File: src/rtl/ins_fetch_pkg.sv
// Shared definitions for the RV32I instruction fetch stage: fetch FSM state
// encoding, datapath widths, PC stepping and base opcode values.
package ins_fetch_pkg;

    localparam int unsigned INS_WIDTH = 32;
    localparam int unsigned PC_STEP   = 4;

    // Low PC bits that must be zero for a word-aligned fetch address
    localparam logic [INS_WIDTH-1:0] PC_ALIGN_MASK = 32'h0000_0003;

    // HALT is only reachable when the misaligned-redirect trap is built in
    typedef enum logic [1:0] {
        FETCH = 2'd0,
        WAIT  = 2'd1,
        HOLD  = 2'd2,
        HALT  = 2'd3
    } state_e;

    // RV32I base opcode field (ins[6:0])
    typedef enum logic [6:0] {
        OPC_LOAD     = 7'b000_0011,
        OPC_MISC_MEM = 7'b000_1111,
        OPC_OP_IMM   = 7'b001_0011,
        OPC_AUIPC    = 7'b001_0111,
        OPC_STORE    = 7'b010_0011,
        OPC_OP       = 7'b011_0011,
        OPC_LUI      = 7'b011_0111,
        OPC_BRANCH   = 7'b110_0011,
        OPC_JALR     = 7'b110_0111,
        OPC_JAL      = 7'b110_1111,
        OPC_SYSTEM   = 7'b111_0011
    } opcode_e;

endpackage

File: src/rtl/ins_fetch.sv
// Instruction fetch stage. Keeps the fetch PC, issues one word request at a
// time, buffers the returned word with its PC for the decoder, and applies
// redirects from execute while discarding wrong-path data still in flight.
//
// Build option: INS_FETCH_MISALIGN_TRAP_EN -- a redirect to a non word-aligned
// target pulses ins_misalign and parks the fetcher (no requests) until an
// aligned redirect or reset. Without it, targets are silently word-aligned.
//
// Ports:
//   clk, rst_n                  clock, async active-low reset
//   reg_pc_w_op, reg_pc_w_val   redirect pulse and target from execute
//   mem_req, mem_addr           fetch request and word address (from state/pc)
//   mem_gnt                     request accepted
//   mem_rvalid, mem_rdata       returned instruction word
//   ins_valid, ins_data, ins_pc buffered instruction for the decoder
//   ins_ready                   decoder accepts the buffered instruction
//   ins_misalign                one-cycle misaligned redirect flag
module ins_fetch
    import ins_fetch_pkg::*;
#(
    parameter logic [INS_WIDTH-1:0] RESET_PC = 32'h0000_0000
) (
    input  logic                 clk,
    input  logic                 rst_n,
    input  logic                 reg_pc_w_op,
    input  logic [INS_WIDTH-1:0] reg_pc_w_val,
    output logic                 mem_req,
    output logic [INS_WIDTH-1:0] mem_addr,
    input  logic                 mem_gnt,
    input  logic                 mem_rvalid,
    input  logic [INS_WIDTH-1:0] mem_rdata,
    output logic                 ins_valid,
    output logic [INS_WIDTH-1:0] ins_data,
    output logic [INS_WIDTH-1:0] ins_pc,
    input  logic                 ins_ready,
    output logic                 ins_misalign
);

    state_e                 state_q, state_d;
    logic [INS_WIDTH-1:0]   pc_q, pc_d;
    logic [INS_WIDTH-1:0]   req_pc_q, req_pc_d;
    logic                   kill_q, kill_d;
    logic                   ins_valid_d;
    logic [INS_WIDTH-1:0]   ins_data_d, ins_pc_d;
    logic                   misalign_d;
    logic [INS_WIDTH-1:0]   redir_tgt;
    logic                   redir_bad;

    // Request address and valid come straight from the registered state/pc
    assign mem_addr = pc_q;
    assign mem_req  = (state_q == FETCH);

    // State and datapath registers
    always_ff @(posedge clk or negedge rst_n) begin
        if (!rst_n) begin
            state_q      <= FETCH;
            pc_q         <= RESET_PC;
            req_pc_q     <= '0;
            kill_q       <= 1'b0;
            ins_valid    <= 1'b0;
            ins_data     <= '0;
            ins_pc       <= '0;
            ins_misalign <= 1'b0;
        end else begin
            state_q      <= state_d;
            pc_q         <= pc_d;
            req_pc_q     <= req_pc_d;
            kill_q       <= kill_d;
            ins_valid    <= ins_valid_d;
            ins_data     <= ins_data_d;
            ins_pc       <= ins_pc_d;
            ins_misalign <= misalign_d;
        end
    end

    // Next-state and datapath update
    always_comb begin
        state_d     = state_q;
        pc_d        = pc_q;
        req_pc_d    = req_pc_q;
        kill_d      = kill_q;
        ins_valid_d = ins_valid;
        ins_data_d  = ins_data;
        ins_pc_d    = ins_pc;
        misalign_d  = 1'b0;

        redir_tgt = reg_pc_w_val & ~PC_ALIGN_MASK;
`ifdef INS_FETCH_MISALIGN_TRAP_EN
        redir_bad = reg_pc_w_op && ((reg_pc_w_val & PC_ALIGN_MASK) != '0);
`else
        redir_bad = 1'b0;
`endif

        case (state_q)
            FETCH: begin
                if (reg_pc_w_op) begin
                    pc_d = redir_tgt;
                    // A request granted alongside the redirect is wrong-path
                    if (mem_gnt) begin
                        state_d = WAIT;
                        kill_d  = 1'b1;
                    end
                end else if (mem_gnt) begin
                    state_d  = WAIT;
                    req_pc_d = pc_q;
                end
            end
            WAIT: begin
                if (mem_rvalid) begin
                    if (kill_q || reg_pc_w_op) begin
                        state_d = FETCH;
                        kill_d  = 1'b0;
                    end else begin
                        state_d     = HOLD;
                        ins_valid_d = 1'b1;
                        ins_data_d  = mem_rdata;
                        ins_pc_d    = req_pc_q;
                    end
                end
                if (reg_pc_w_op) begin
                    pc_d = redir_tgt;
                    if (!mem_rvalid) begin
                        kill_d = 1'b1;
                    end
                end
            end
            HOLD: begin
                if (reg_pc_w_op) begin
                    pc_d        = redir_tgt;
                    state_d     = FETCH;
                    ins_valid_d = 1'b0;
                end else if (ins_ready) begin
                    pc_d        = ins_pc + INS_WIDTH'(PC_STEP);
                    state_d     = FETCH;
                    ins_valid_d = 1'b0;
                end
            end
            HALT: begin
                // Drain a killed response that was outstanding when we parked
                if (mem_rvalid) begin
                    kill_d = 1'b0;
                end
                if (reg_pc_w_op) begin
                    pc_d    = redir_tgt;
                    state_d = FETCH;
                end
            end
            default: begin
                state_d = FETCH;
            end
        endcase

        // Misaligned redirect parks the fetcher regardless of current state
        if (redir_bad) begin
            misalign_d  = 1'b1;
            state_d     = HALT;
            ins_valid_d = 1'b0;
        end
    end

endmodule

File: config.mk
export PLATFORM = sky130hd
export DESIGN_NAME = ins_fetch
export DESIGN_NICKNAME = d
export VERILOG_FILES = /design/src/rtl/ins_fetch_pkg.sv /design/src/rtl/ins_fetch.sv
export SDC_FILE = /design/constraint.sdc
export NUM_CORES = 1
export LEC_CHECK = 0
export ABC_AREA = 1
export CAP_MARGIN = 15
export CORE_ASPECT_RATIO = 1.4
export CORE_UTILIZATION = 44
export CTS_CLUSTER_SIZE = 28
export DETAILED_ROUTE_END_ITERATION = 8
export GPL_TIMING_DRIVEN = 1
export MAX_ROUTING_LAYER = met4
export PLACE_DENSITY = 0.77
export SYNTH_ARGS = -nofsm -noshare
export SYNTH_HDL_FRONTEND = slang
export SYNTH_SLANG_ARGS = --single-unit
File: constraint.sdc
create_clock -name clk -period 1.4 [get_ports clk]
set_input_delay 0.14 -clock clk [delete_from_list [all_inputs] [get_ports clk]]
set_output_delay 0.14 -clock clk [all_outputs]
set_load 0.02 [all_outputs]
==> results.tsv <==
metric	value	unit
maximum vdd drop	1342	uV
LEAKAGE	5.276	nW
grt ovf	0	
CTS Buf Count	17	
Layout area overhead	81.00	%
WL/cell	21.96	um
endpoints failing setup	132	
critical-path cell list	inv_2 -> buf_12 -> nor2_4 -> nand3_4 -> buf_12 -> clkbuf_16 -> nand2_1 -> o21ai_0	
critical path type	reg2reg	
first-pass GRT wire length	30.96	mm
fin area	11090	um^2
largest net degree at the start of global routing	61	
number of global-route vias before repair	6294	
Place WS	-0.2554	ns
Synth top area share	53.89	%
Syn Nets	847	
Post-synth EDFFs	0	
Clock Skew	0.009659	ns
Synthesis Warnings	0	
Clock Latency Late Sink	0.43	ns
Setup WS post-layout	-0.2619	ns
Vias	7183	
Synth async-reset ratio	100.0	%
final wirelength	27.66	mm
Placed Area	8631	um^2
Post-synth top cells	nand2_1, dfrtp_1, nor2_1, inv_1, o21ai_0	
most area-consuming cells after synthesis	dfrtp_1, nand2_1, nor2_1	
Min-Delay Path Class	in2async	
CP Data Required Time	1.68	ns
Crit path top cell by count	buf_12	
prevailing post-synth register cell	dfrtp_1	
Final ANT Viol Nets	0	
synthesized flop and latch total	132	
ant diodes	0	
Buffers on Ports	165	
core outline area	13510	um^2
drt drc	0	
CTS tree	yes	
sequential share of the synthesized area	53.89	%
Crit path largest cell delay	0.42	ns
initial core utilization	45.36	%
root buf cell	clkbuf_16	
antenna violations before repair	0	
CP top delay family	buffers and inverters	
routability cong.	0.9410	
Final Hold Violating Endpoints	0	
Worst Setup End Kind	register	
post-synth cell types	33	
Worst Setup Start Kind	register	
CTS clk-pin slew, worst paths	0.06	ns
cell taking the most area after synthesis	dfrtp_1	
drt pass-1 iters	5	
CTS Buffer Depth	2	
FMAX	601.7	MHz
layout cells sized above 1	42.21	%
Netlist Area Pre-Place	6130	um^2
CP max stage cell	dfrtp_1	
Sink Count	132	
fin crit period	1.662	ns
failing checks	setup timing	
global-route total usage across every layer	29.36	%
RSZ-0062 raised after global routing	yes	
Pwr per Cell Area	1923	nW/um^2
Worst EP arrival	1.94	ns
H-tree levels	4	
die outline height	141.7	um
worst hold slack	0.2053	ns
CP bufs+invs	4	
row count	50	
Avg Cell Area, Syn	7.899	um^2
fin. max-slew vios	0	
die area	14410	um^2
HPWL Detailed	13.29	mm
fin nets	1136	
Crit Path Max Fanout	9	
final worst path period share	118.7	%
most common cell in the netlist	nand2_1	
Cells after Synth	776	
DRT iter0 DRCs	667	
max_cap viols	0	
die width	101.8	um
DR vias/cell	5.701	
IO Pins	169	
status	finished, violations left	
-- cell families (layout without fill, tap and decap cells) --
logic type | Yosys count | count (layout) | synth area share (%)
AND/OR/NAND/NOR | 411 | 412 | 27.03
flip-flops | 132 | 132 | 53.89
buffers and inverters | 112 | 413 | 7.451
AO/OA/AOI/OAI | 108 | 108 | 9.757
XOR/XNOR | 10 | 10 | 1.429
adder cells (fa/ha/maj) | 1 | 1 | 0.2041
other | 1 | 1 | 0.06118
multiplexers | 1 | 1 | 0.1837
-- cells in the final DEF, fill, tap and decap left out, types with 27 or more instances in the layout --
cell type          n
buf_6             29
dlygate4sd2_1     71
clkdlybuf4s50_1   66
nand2_4           27
nand2_2           86
inv_1             75
nor2_4            42
dfrtp_1          112
clkbuf_16         30
nand2_1          173
buf_4             74
-- power by group --
group	internal [mW]	switching, mW	total, mW
Sequential	5.32	1.49	6.81
Combinational	4.07	5.35	9.42
Clock	3.27	1.83	5.10
Total	12.7	8.67	21.3
-- routing by layer --
metal  share of wire, %  global-route usage, %  vias up
li1                   -                      -     3015
met1                 33                  32.85     3418
met2                 50                  49.25      523
met3                8.8                  5.567      227
met4                8.3                  15.33        0
met5                  0                      -        -
-- registers in the layout, indices dropped and copies added (netlist names) --
register and count:
req_pc_q 32, ins_valid 1, state_q 2, mem_addr 32, ins_data 32, ins_pc 32
kill_q 1
-- per-stage QoR --
step	cells	total power, mW	utilization (%)	setup TNS [ns]
2_1_floorplan	776	9.795	-	0
3_3_place_gp	1174	13.62	63.87	-15.73
3_5_place_dp	1174	13.80	63.87	-20.86
4_1_cts	1221	18.56	70.75	-0.7581
5_1_grt	1260	22.14	82.10	-17.21
6_report	1260	21.33	82.10	-15.01
-- path summary, 6_finish.rpt --
kind | start | endpoint | slack [ns] | cells past startpoint
max reg2reg | state_q[0] | ins_pc[9] | -0.26 | 8
min | rst_n | req_pc_q[16] | 0.21 | 2
min in group clk | mem_rdata[10] | ins_data[10] | 0.24 | 3
min reg2reg | ins_data[27] | ins_data[27] | 0.47 | 2
max in group asynchronous | rst_n | ins_pc[25] | 0.64 | 3
max | state_q[0] | ins_pc[9] | -0.26 | 8
-- final cells by class --
cell class / instances / area [um^2]
sequential: 132 / 3328
clock inverter: 11 / 198.9
clock buffer: 21 / 460.4
fill: 723 / 2419
inverter: 83 / 339.1
multi-input combinational: 533 / 3476
tap: 182 / 227.7
timing repair buffer: 298 / 3064
-- timing repair --
item                       CTS  global route
hold buffers                 1             0
setup endpoints to repair  132           148
pin swaps                   15            49
resized for setup          207           353
buffers inserted            14            20
hold endpoints to repair   115             0
gates cloned                 1            21
No activity file was read; power rests on OpenSTA's default activity.
